$ cat src/rtl/sobel_pkg.sv
// sobel_pkg: shared types and default geometry for the Sobel frame controller.
package sobel_pkg;
    localparam int IMG_WIDTH      = 720;
    localparam int IMG_HEIGHT     = 720;
    localparam int SOBEL_PIPE_LAT = 4;

    typedef enum logic [2:0] {IDLE, FILL, RUN, DRAIN, DONE} ctrl_state_t;

    typedef struct packed {
        logic emit;
        logic border;
    } trk_t;
endpackage

$ cat src/rtl/sobel_frame_ctrl_if.sv
// sobel_frame_ctrl_if: input FIFO pop, window datapath strobes and output FIFO push.
interface sobel_frame_ctrl_if
    import sobel_pkg::*;
#(
    parameter int COL_W = $clog2(IMG_WIDTH),
    parameter int ROW_W = $clog2(IMG_HEIGHT)
);
    logic             in_empty;
    logic             in_rd_en;
    logic             px_valid;
    logic [COL_W-1:0] px_col;
    logic [ROW_W-1:0] px_row;
    logic             win_valid;
    logic             border;
    logic             pipe_en;
    logic             out_full;
    logic             out_wr_en;
    logic             out_force_zero;

    modport master (
        input  in_empty, out_full,
        output in_rd_en, px_valid, px_col, px_row, win_valid, border, pipe_en,
               out_wr_en, out_force_zero
    );

    modport slave (
        output in_empty, out_full,
        input  in_rd_en, px_valid, px_col, px_row, win_valid, border, pipe_en,
               out_wr_en, out_force_zero
    );
endinterface

$ cat src/rtl/sobel_valid_pipe.sv
// sobel_valid_pipe: enable-gated shift register that shadows the datapath latency.
module sobel_valid_pipe
    import sobel_pkg::*;
#(
    parameter int DEPTH = SOBEL_PIPE_LAT
) (
    input  logic clk,
    input  logic rst,
    input  logic en,
    input  trk_t din,
    output trk_t tail
);
    trk_t [DEPTH-1:0] pipe_q, pipe_d;

    always_comb begin
        pipe_d = pipe_q;
        if (en) begin
            pipe_d[0] = din;
            for (int i = 1; i < DEPTH; i++) pipe_d[i] = pipe_q[i-1];
        end
    end

    always_ff @(posedge clk or negedge rst) begin
        if (!rst) pipe_q <= '0;
        else pipe_q <= pipe_d;
    end

    assign tail = pipe_q[DEPTH-1];
endmodule

$ cat src/rtl/sobel_frame_ctrl.sv
// sobel_frame_ctrl: raster sequencer and result tracker for the Sobel pipeline.
// Define SOBEL_CTRL_STATS_EN to add the input/output stall counters.
module sobel_frame_ctrl
    import sobel_pkg::*;
#(
    parameter int WIDTH    = IMG_WIDTH,
    parameter int HEIGHT   = IMG_HEIGHT,
    parameter int PIPE_LAT = SOBEL_PIPE_LAT,
    parameter int COL_W    = $clog2(WIDTH),
    parameter int ROW_W    = $clog2(HEIGHT)
) (
    input  logic clk,
    input  logic rst,
    input  logic start,
    output logic busy,
    output logic frame_done,
`ifdef SOBEL_CTRL_STATS_EN
    output logic [31:0] stall_in_cnt,
    output logic [31:0] stall_out_cnt,
`endif
    sobel_frame_ctrl_if.master bus
);
    localparam int TOTAL = (HEIGHT - 2) * WIDTH;
    localparam int OC_W  = $clog2(TOTAL + 1);
    localparam logic [COL_W-1:0] COL_LAST  = COL_W'(WIDTH - 1);
    localparam logic [ROW_W-1:0] ROW_LAST  = ROW_W'(HEIGHT - 1);
    localparam logic [OC_W-1:0]  OUT_TOTAL = OC_W'(TOTAL);

    ctrl_state_t      state_q, state_d;
    logic [COL_W-1:0] col_q, col_d;
    logic [ROW_W-1:0] row_q, row_d;
    logic [OC_W-1:0]  out_cnt_q, out_cnt_d;
    logic             frame_done_q, frame_done_d;
    logic             feeding, stall, pipe_en, px_valid, out_wr_en, start_ok, row_end;
    trk_t             trk_in, tail;

    sobel_valid_pipe #(.DEPTH(PIPE_LAT)) u_valid_pipe (
        .clk  (clk),
        .rst  (rst),
        .en   (pipe_en),
        .din  (trk_in),
        .tail (tail)
    );

    always_ff @(posedge clk or negedge rst) begin
        if (!rst) state_q <= IDLE;
        else state_q <= state_d;
    end

    always_comb begin
        start_ok  = start && !busy;
        row_end   = px_valid && col_q == COL_LAST;
        out_cnt_d = start_ok ? '0 : out_cnt_q + OC_W'(out_wr_en);
        state_d   = state_q;
        unique case (state_q)
            IDLE, DONE: state_d = start_ok ? FILL : state_q;
            FILL:       state_d = row_end && row_q == ROW_W'(1) ? RUN : FILL;
            RUN:        state_d = row_end && row_q == ROW_LAST ? DRAIN : RUN;
            DRAIN:      state_d = out_cnt_d == OUT_TOTAL ? DONE : DRAIN;
            default:    state_d = IDLE;
        endcase
        col_d        = start_ok ? '0 : px_valid ? (col_q == COL_LAST ? '0 : col_q + 1'b1) : col_q;
        row_d        = start_ok ? '0 : row_end && row_q != ROW_LAST ? row_q + 1'b1 : row_q;
        frame_done_d = state_q == DRAIN && state_d == DONE;
    end

    // A held tail result freezes the whole datapath, so nothing new may be popped.
    always_comb begin
        feeding       = state_q == FILL || state_q == RUN;
        busy          = feeding || state_q == DRAIN;
        stall         = tail.emit && bus.out_full;
        pipe_en       = busy && !stall;
        px_valid      = feeding && !bus.in_empty && pipe_en;
        out_wr_en     = tail.emit && !bus.out_full;
        trk_in.emit   = px_valid && row_q >= ROW_W'(2);
        trk_in.border = px_valid && (col_q < COL_W'(2) || col_q == COL_LAST);
    end

    always_ff @(posedge clk or negedge rst) begin
        if (!rst) begin
            col_q        <= '0;
            row_q        <= '0;
            out_cnt_q    <= '0;
            frame_done_q <= 1'b0;
        end else begin
            col_q        <= col_d;
            row_q        <= row_d;
            out_cnt_q    <= out_cnt_d;
            frame_done_q <= frame_done_d;
        end
    end

    assign frame_done         = frame_done_q;
    assign bus.in_rd_en       = px_valid;
    assign bus.px_valid       = px_valid;
    assign bus.px_col         = col_q;
    assign bus.px_row         = row_q;
    assign bus.win_valid      = px_valid && row_q >= ROW_W'(2) && col_q >= COL_W'(2);
    assign bus.border         = trk_in.border;
    assign bus.pipe_en        = pipe_en;
    assign bus.out_wr_en      = out_wr_en;
    assign bus.out_force_zero = tail.border && tail.emit;

`ifdef SOBEL_CTRL_STATS_EN
    logic [31:0] stall_in_q, stall_in_d, stall_out_q, stall_out_d;

    always_comb begin
        stall_in_d  = start_ok ? '0 : stall_in_q + 32'(feeding && bus.in_empty && !(&stall_in_q));
        stall_out_d = start_ok ? '0 : stall_out_q + 32'(stall && !(&stall_out_q));
    end

    always_ff @(posedge clk or negedge rst) begin
        if (!rst) begin
            stall_in_q  <= '0;
            stall_out_q <= '0;
        end else begin
            stall_in_q  <= stall_in_d;
            stall_out_q <= stall_out_d;
        end
    end

    assign stall_in_cnt  = stall_in_q;
    assign stall_out_cnt = stall_out_q;
`endif
endmodule
$ cat src/flat_wrapper.sv
// flat-port wrapper written by rule: the top's interface ports become plain ports
module sobel_frame_ctrl_flat import sobel_pkg::*;
#(
    parameter int WIDTH    = IMG_WIDTH,
    parameter int HEIGHT   = IMG_HEIGHT,
    parameter int PIPE_LAT = SOBEL_PIPE_LAT,
    parameter int COL_W    = $clog2(WIDTH),
    parameter int ROW_W    = $clog2(HEIGHT)
)
  (clk, rst, start, busy, frame_done, bus_in_empty, bus_out_full, bus_in_rd_en, bus_px_valid, bus_px_col, bus_px_row, bus_win_valid, bus_border, bus_pipe_en, bus_out_wr_en, bus_out_force_zero);
  sobel_frame_ctrl_if #(.COL_W(COL_W), .ROW_W(ROW_W)) bus_i ();
  input  logic clk;
  input  logic rst;
  input  logic start;
  output logic busy;
  output logic frame_done;
  input wire logic [$bits(bus_i.in_empty)-1:0] bus_in_empty;
  input wire logic [$bits(bus_i.out_full)-1:0] bus_out_full;
  output wire logic [$bits(bus_i.in_rd_en)-1:0] bus_in_rd_en;
  output wire logic [$bits(bus_i.px_valid)-1:0] bus_px_valid;
  output wire logic [$bits(bus_i.px_col)-1:0] bus_px_col;
  output wire logic [$bits(bus_i.px_row)-1:0] bus_px_row;
  output wire logic [$bits(bus_i.win_valid)-1:0] bus_win_valid;
  output wire logic [$bits(bus_i.border)-1:0] bus_border;
  output wire logic [$bits(bus_i.pipe_en)-1:0] bus_pipe_en;
  output wire logic [$bits(bus_i.out_wr_en)-1:0] bus_out_wr_en;
  output wire logic [$bits(bus_i.out_force_zero)-1:0] bus_out_force_zero;
  assign bus_i.in_empty = bus_in_empty;
  assign bus_i.out_full = bus_out_full;
  assign bus_in_rd_en = bus_i.in_rd_en;
  assign bus_px_valid = bus_i.px_valid;
  assign bus_px_col = bus_i.px_col;
  assign bus_px_row = bus_i.px_row;
  assign bus_win_valid = bus_i.win_valid;
  assign bus_border = bus_i.border;
  assign bus_pipe_en = bus_i.pipe_en;
  assign bus_out_wr_en = bus_i.out_wr_en;
  assign bus_out_force_zero = bus_i.out_force_zero;
  sobel_frame_ctrl #(.WIDTH(WIDTH), .HEIGHT(HEIGHT), .PIPE_LAT(PIPE_LAT), .COL_W(COL_W), .ROW_W(ROW_W)) u_core (.clk(clk), .rst(rst), .start(start), .busy(busy), .frame_done(frame_done), .bus(bus_i));
endmodule
$ cat config.mk
export PLATFORM = sky130hd
export DESIGN_NAME = sobel_frame_ctrl_flat
export DESIGN_NICKNAME = d
export VERILOG_FILES = /design/src/rtl/sobel_pkg.sv /design/src/rtl/sobel_frame_ctrl_if.sv /design/src/rtl/sobel_valid_pipe.sv /design/src/rtl/sobel_frame_ctrl.sv /design/src/flat_wrapper.sv
export SDC_FILE = /design/constraint.sdc
export NUM_CORES = 1
export LEC_CHECK = 0
export ABC_AREA = 1
export CORE_AREA = 2 2 84 86
export DETAILED_ROUTE_END_ITERATION = 10
export DIE_AREA = 0 0 86 88
export PLACE_DENSITY_LB_ADDON = 0.12
export SETUP_SLACK_MARGIN = 0.4
export SYNTH_ARGS = -nofsm -noshare
export SYNTH_HDL_FRONTEND = slang
export SYNTH_SLANG_ARGS = --single-unit
$ cat constraint.sdc
create_clock -name clk -period 1.95 [get_ports clk]
set_input_delay 0.195 -clock clk [delete_from_list [all_inputs] [get_ports clk]]
set_output_delay 0.195 -clock clk [all_outputs]
set_load 0.05 [all_outputs]
==> key figures, run 1 <==
Critical path
  – Worst Setup SP: u_core.u_valid_pipe.tail[1]$_DFFE_PN0N_
  – Crit-path leading delay family: simple AND/OR/NAND/NOR gates
  – CP max-delay cell: dfrtp_1
  – R2r worst-path depth: 15
  – Crit path to: u_core.state_q[1]$_DFF_PN0_
  – Critical path's most frequent cell: nand2_1
  – Largest stage delay on the critical path: 0.37 ns
  – Worst Setup Start Kind: flop
  – Stages on the worst setup path: 15
  – Required time of the critical path: 2.15 ns
  – Crit Path Class: flop to flop
  – Crit Path Max Fanout: 6
  – Crit path buf inv count: 1
  – Worst Setup End Kind: flop
  – R2R Path Start: u_core.u_valid_pipe.tail[1]$_DFFE_PN0N_
  – R2R setup slack: -0.17 ns
  – CP arrival: 2.32 ns
  – CP cell instances: inv_2, nor2_4, ha_4, ha_4, nand3_4, nor2_4, nand4_4, nand2_2, nand2_2, nor2_2, nand2_1, nor2_1, nand2_1, nand2_1, nand2_1
  – Reg2reg end: u_core.state_q[1]$_DFF_PN0_

Synthesis
  – Main flop type after synthesis: dfrtp_1
  – Synth warn: 0
  – FFs w/ async S/R, synth: 1.00
  – Mux share of post-synthesis cell area: 0
  – Post-Synth XOR/XNOR Area: 0.0107
  – Area share of the largest cell type after synthesis: 0.391
  – Top-count cell post-synth: nand2_1
  – Largest family of logic cells by synthesized area: simple AND/OR/NAND/NOR gates
  – Commonest cells post-synth: nand2_1, inv_1, nor2_1
  – Synth Area in Simple Gates: 0.403
  – Dominant cells by area after synthesis: dfrtp_1, nand2_1, inv_1
  – Synth Area in Adders: 0.0306
  – Count of cell types in the netlist: 39
  – Post-Synthesis Cells: 450
  – Compound-Gate Fraction of Synth Area: 0.0755
  – FF+latch count, synth: 51
  – Synthesized area per cell: 7.26 sq um
  – Seq/Total Area, Yosys: 0.391
  – Largest area contributor in the netlist: dfrtp_1
  – Post-Syn Area: 3270 sq um
  – Syn Nets: 463
  – Number of enable flip-flop cells after synthesis: 0

Finish
  – Share of cells above drive strength 1: 0.363
  – Final Cell Area: 4840 sq um
  – Cell Count, Final, Fillers Out: 636
  – Area delta synth->final: 48.1%
  – Layout Nets: 568
  – N_diodes: 0

Pwr
  – Power share of the combinational group: 0.553
  – Flop pwr share: 0.295
  – Leak pwr: 0.00229 uW
  – Sw Ratio: 0.433
  – P_sw: 1960 uW
  – Worst IR Drop VDD: 1060 uV
  – Int Pwr: 2560 uW
  – Power per cell area: 934 nW/um^2
  – Clock power share: 0.152

Drt
  – Initial DRC Count: 141
  – Routed length per instance: 14.7 microns
  – 1st-pass router iterations: 5
  – Final WL: 9370 microns
  – Drt drc: 0
  – ANT nets after route: 0
  – Via density per instance: 5.30
  – Via count: 3,371

Global routing
  – Initial antenna violation count: 0
  – Vias in the first global route: 3,336
  – GRT Util Overall: 0.249
  – Largest net degree at the start of global routing: 52
  – Grt total ovfl: 0
  – First-pass GRT wire length: 15,100 microns

Place
  – PortBufs: 33
  – Pre-CTS setup slack: -0.380 ns
  – Placed cells: 589
  – DP Area: 4090 sq um
  – RD Place Congestion: 0.923
  – DP Wirelength: 6070 microns

Clock network
  – CTS tree: done
  – Worst-path clk slew: 0.10 ns
  – CTS H-tree depth: 2
  – Root Driver: clkbuf_8
  – CTS Buf Count: 5
  – Clock Sinks: 51
  – Clk Latency, worst-skew pair: 0.30 ns
  – Clk buf depth: 2

Floorplanning
  – Die height: 88 microns
  – Die footprint: 7570 sq um
  – Area of the core: 6640 sq um
  – Num rows: 30
  – IO Count: 34
  – Die width: 86 microns
  – Starting Density: 0.492

STA
  – Final hold violations: 0
  – Fmax: 0.472 GHz
  – Pins over their slew limit: 0
  – Clk_skew: 0.00965 ns
  – Final period util: 1.09
  – Final setup vio count: 7
  – Min Tclk post-route: 2.12 ns
  – RSZ-0062 raised after global routing: true
  – Worst-Margin Slew: 0.492 ns
  – Post-route worst setup slack: -0.171 ns
  – Slew HR: 0.673

Outcome
  – Status: finished with violations
  – Failing checks: setup timing

Hold path
  – Worst hold path type: input port to async pin

Flow run
  – Max Cap Viol: 0
## repair_timing
action | in CTS | in global routing
buffers inserted | 24 | 13
hold buffers | 1 | 0
hold endpoints to repair | 51 | 0
setup endpoints to repair | 63 | 47
gates resized for setup | 97 | 30
pin swaps | 27 | 11
gates cloned | 1 | 0
## cell families after synthesis
family	after synthesis
simple gates	271
flops	51
buf+inv	75
fa+ha+maj	8
xor+xnor	4
compound gates	41
## layout make-up
class / count / area (sq um)
clock buffers: 8 / 100
fillers: 514 / 1810
inverters: 71 / 277
multi-input cells: 325 / 2130
flip-flops and latches: 51 / 1290
well taps: 80 / 100
repair buffers: 101 / 941
## worst min-delay path: cells and delay by family
family,cells,cell delay (ns)
buf+inv,3,0.88
## cell usage in the layout (no fill, tap or decap), drive strengths merged, types with 8 or more instances in the layout
cell         synthesis  layout
ha                   8       8
nand4               11      11
clkbuf               0      10
nor3                19      19
nand2              109     109
a21oi               14      14
buf                  4      75
dfrtp               51      51
inv                 71      70
dlygate4sd2          0      16
o21ai               14      14
nor2                82      83
nand3               42      42
## sequential cells by signal, summed over array words and instances (netlist names)
signal,count
u_core.frame_done,1
u_core.bus.px_col,10
u_core.state_q,3
u_core.u_valid_pipe.tail,2
u_core.bus.px_row,10
u_core.out_cnt_q,19
u_core.u_valid_pipe.pipe_q,6
## stage by stage
stage               total power [uW]   util  hold slack, ns  TNS, ns
floorplan                       2530      -          -0.101   -0.598
global placement                3230  0.615           0.209    -1.24
detailed placement              3250  0.615           0.210    -1.55
CTS                             4300  0.700           0.428   -0.102
global route                    4730  0.728           0.462    -1.87
finish                          4520  0.728           0.387   -0.656
## worst min-delay path by stage
| stage | endpoint | slack [ns] | startpoint | cells after the start |
|---|---|---|---|---|
| finish | u_core.out_cnt_q[5]$_DFF_PN0_ | 0.39 | rst | 3 |
| global route | u_core.out_cnt_q[5]$_DFF_PN0_ | 0.46 | rst | 3 |
| CTS | u_core.out_cnt_q[5]$_DFF_PN0_ | 0.43 | rst | 3 |
| detailed placement | u_core.out_cnt_q[5]$_DFF_PN0_ | 0.21 | rst | 2 |
| global placement | u_core.out_cnt_q[5]$_DFF_PN0_ | 0.21 | rst | 2 |
| floorplan | u_core.bus.px_col[0]$_DFFE_PN0P_ | -0.10 | rst | 0 |
## per-layer routing
metal  track usage  wire length, microns  vias up
li1              -                     -     1655
met1         0.284                  3620     1600
met5             0                     0        -
met3        0.0330                   349       21
met2         0.472                  5190       95
met4        0.0952                   205        0
## power by group through the flow
stage / clock [uW] / combinational [uW] / sequential [uW]
2_1_floorplan: 0 / 1050 / 1480
5_1_grt: 730 / 2650 / 1350
4_1_cts: 687 / 2290 / 1320
6_report: 685 / 2500 / 1330
3_3_place_gp: 0 / 1900 / 1330
3_5_place_dp: 0 / 1920 / 1330
No activity file was read; power rests on OpenSTA's default activity.
==> run 2, diff against run 1 <==
--- a/config.mk
+++ b/config.mk
@@ -9,6 +9,7 @@
 export CORE_AREA = 2 2 84 86
 export DETAILED_ROUTE_END_ITERATION = 10
 export DIE_AREA = 0 0 86 88
+export GPL_ROUTABILITY_DRIVEN = 0
 export PLACE_DENSITY_LB_ADDON = 0.12
 export SETUP_SLACK_MARGIN = 0.4
 export SYNTH_ARGS = -nofsm -noshare
==> key figures, run 2 (synthesis results as in run 1) <==
Critical path
  – Required time of the critical path: 2.15 ns (about the same)
  – CP arrival: 2.31 ns (about the same)
  – R2R setup slack: -0.15 ns (+0.02 ns)
  – Worst Setup End Kind: flop
  – R2R Path Start: u_core.u_valid_pipe.tail[1]$_DFFE_PN0N_
  – Crit Path Max Fanout: 6 (unchanged)
  – Crit Path Class: flop to flop
  – Worst Setup Start Kind: flop
  – R2r worst-path depth: 16 (+1)
  – Reg2reg end: u_core.state_q[1]$_DFF_PN0_

Finish
  – Share of cells above drive strength 1: 0.376 (+0.0128)
  – N_diodes: 0 (unchanged)
  – Area delta synth->final: 47.1%
  – Max FFs per register: 19 (unchanged)
  – Commonest non-fill, non-tap cell in the layout: nand2_1
  – Highest-count cells in the layout ignoring fill and taps: nand2_1, inv_1, nor2_1
  – Layout Nets: 565 (-0.53%)
  – Biggest register: u_core.out_cnt_q
  – Final core utilization: 0.724 (-0.00452)
  – Fillers: 523 (+1.8%)

Drt
  – 1st-pass router iterations: 4 (-1)
  – Final WL: 8890 microns (-5.1%)
  – Drt drc: 0 (unchanged)
  – Routed length per instance: 14.0 microns (-4.7%)
  – Initial DRC Count: 145 (+2.8%)
  – ANT nets after route: 0 (unchanged)
  – Via density per instance: 5.18 (-2.2%)
  – Via count: 3,282 (-2.6%)

STA
  – Pins over their slew limit: 0 (unchanged)
  – Worst-Margin Slew: 0.675 ns (+0.183 ns)
  – RSZ-0062 raised after global routing: true
  – Final hold violations: 8 (+8)
  – Clk_skew: 0.0143 ns (+0.00468 ns)
  – Post-route worst setup slack: -0.154 ns (+0.0163 ns)
  – Min Tclk post-route: 2.10 ns (-0.0163 ns)
  – Fmax: 0.475 GHz (+0.78%)
  – Slew HR: 0.550 (-0.123)
  – Final setup vio count: 6 (-1)
  – WHS: -0.0107 ns (-0.398 ns)
  – Final period util: 1.08 (-0.00838)

Clock network
  – Clk buf depth: 2 (unchanged)
  – Worst-path clk slew: 0.10 ns (about the same)
  – Clock Sinks: 51 (unchanged)
  – CTS Buf Count: 5 (unchanged)
  – Root Driver: clkbuf_8
  – CTS tree: done
  – Hold buffer count at cts: 0 (-1)
  – Clk Latency, worst-skew pair: 0.32 ns (+0.02 ns)
  – CTS H-tree depth: 2 (unchanged)

Global routing
  – Grt total ovfl: 0 (unchanged)
  – First-pass GRT wire length: 14,100 microns (-6.3%)
  – Vias in the first global route: 3,099 (-7.1%)
  – Largest net degree at the start of global routing: 52 (unchanged)
  – Initial antenna violation count: 0 (unchanged)
  – GRT Util Overall: 0.233 (-0.0161)

Flow run
  – Max Cap Viol: 0 (unchanged)

Outcome
  – Status: finished with violations
  – Failing checks: hold timing, setup timing

Floorplanning
  – Starting Density: 0.492 (unchanged)
  – Die footprint: 7570 sq um (unchanged)
  – Area of the core: 6640 sq um (unchanged)
  – Num rows: 30 (unchanged)
  – IO Count: 34 (unchanged)
  – Die width: 86 microns (unchanged)
  – Die height: 88 microns (unchanged)

Pwr
  – Pwr Total: 4340 uW (-4.1%)
  – Power per cell area: 902 nW/um^2 (-3.5%)
  – Worst IR Drop VDD: 948 uV (-11%)
  – Leak pwr: 0.00223 uW (-2.8%)

Hold path
  – Worst hold path type: input port to async pin

Place
  – DP Wirelength: 5900 microns (-2.9%)
  – PortBufs: 33 (unchanged)
run 2: changes by cell type in the layout (fill, tap and decap cells not counted), moves of 3 or more:
cell     previous run  this run
buf_4              54        46
buf_6              11        17
nand2_2            12        20
nand2_4            10         4
nor2_1             53        50
nor3_1              9        12
run 2: area by class of cell:
type / count / area, sq um / share of cell area
Clock inverter: 1 / 5.00 / 0.00104
Timing Repair Buffer: 98 / 941 / 0.196
Inverter: 71 / 274 / 0.0570
Multi-Input combinational cell: 325 / 2120 / 0.442
Sequential cell: 51 / 1290 / 0.268
Tap cell: 80 / 100 / 0.0208
Clock buffer: 7 / 76.3 / 0.0159
run 2: routing by layer:
layer  part of all wire  GRT usage  wire length [microns]  vias to the layer above
li1                   -          -                      -                     1640
met4              0.025     0.0693                    218                        0
met1               0.43      0.296                   3790                     1559
met3              0.033     0.0283                    291                       19
met5                  0          0                      0                        -
met2               0.52      0.417                   4580                       64
run 2: where the power goes:
group,internal (uW),total (uW),switching (uW)
registers,1200,1310,118
clock network,254,624,371
logic,1020,2400,1380
run 2: worst max-delay path by stage:
stage                                            start                          end  slack, ns
5_1_grt        u_core.u_valid_pipe.tail[1]$_DFFE_PN0N_  u_core.state_q[0]$_DFF_PN0_      -0.33
4_1_cts        u_core.u_valid_pipe.tail[1]$_DFFE_PN0N_  u_core.state_q[0]$_DFF_PN0_      -0.05
2_1_floorplan  u_core.u_valid_pipe.tail[1]$_DFFE_PN0N_  u_core.state_q[0]$_DFF_PN0_      -0.14
3_5_place_dp                              bus_out_full  u_core.state_q[0]$_DFF_PN0_      -0.39
3_3_place_gp                              bus_out_full  u_core.state_q[0]$_DFF_PN0_      -0.36
6_report       u_core.u_valid_pipe.tail[1]$_DFFE_PN0N_  u_core.state_q[1]$_DFF_PN0_      -0.15
run 2: critical path, cell delays in order, from the launching register on:
cell	delay, ns
dfrtp_1	0.37
inv_2	0.05
nor2_4	0.13
ha_4	0.15
ha_4	0.15
nand3_4	0.08
nor2_4	0.14
buf_12	0.14
nand4_4	0.13
nand2_2	0.11
nand2_1	0.06
nor2_2	0.10
nand2_1	0.07
nor2_1	0.09
nand2_1	0.07
nand2_2	0.08
nand2_1	0.06
run 2: repair_timing:
action,CTS,global route
gates resized for setup,70,64
buffers inserted,22,16
cloned,1,0
setup endpoints to repair,64,49
pin swaps,14,33
run 2: metrics by stage:
step	cell area (sq um)	setup slack, ns	TNS, ns	std cells	hold WS [ns]
finish	4810	-0.154	-0.518	633	-0.0107
detailed placement	4070	-0.394	-1.50	586	0.364
global placement	4070	-0.357	-1.24	586	0.360
floorplan	3390	-0.139	-0.598	450	-0.101
global route	4810	-0.329	-1.38	633	0.0574
CTS	4470	-0.0531	-0.131	617	0.0261
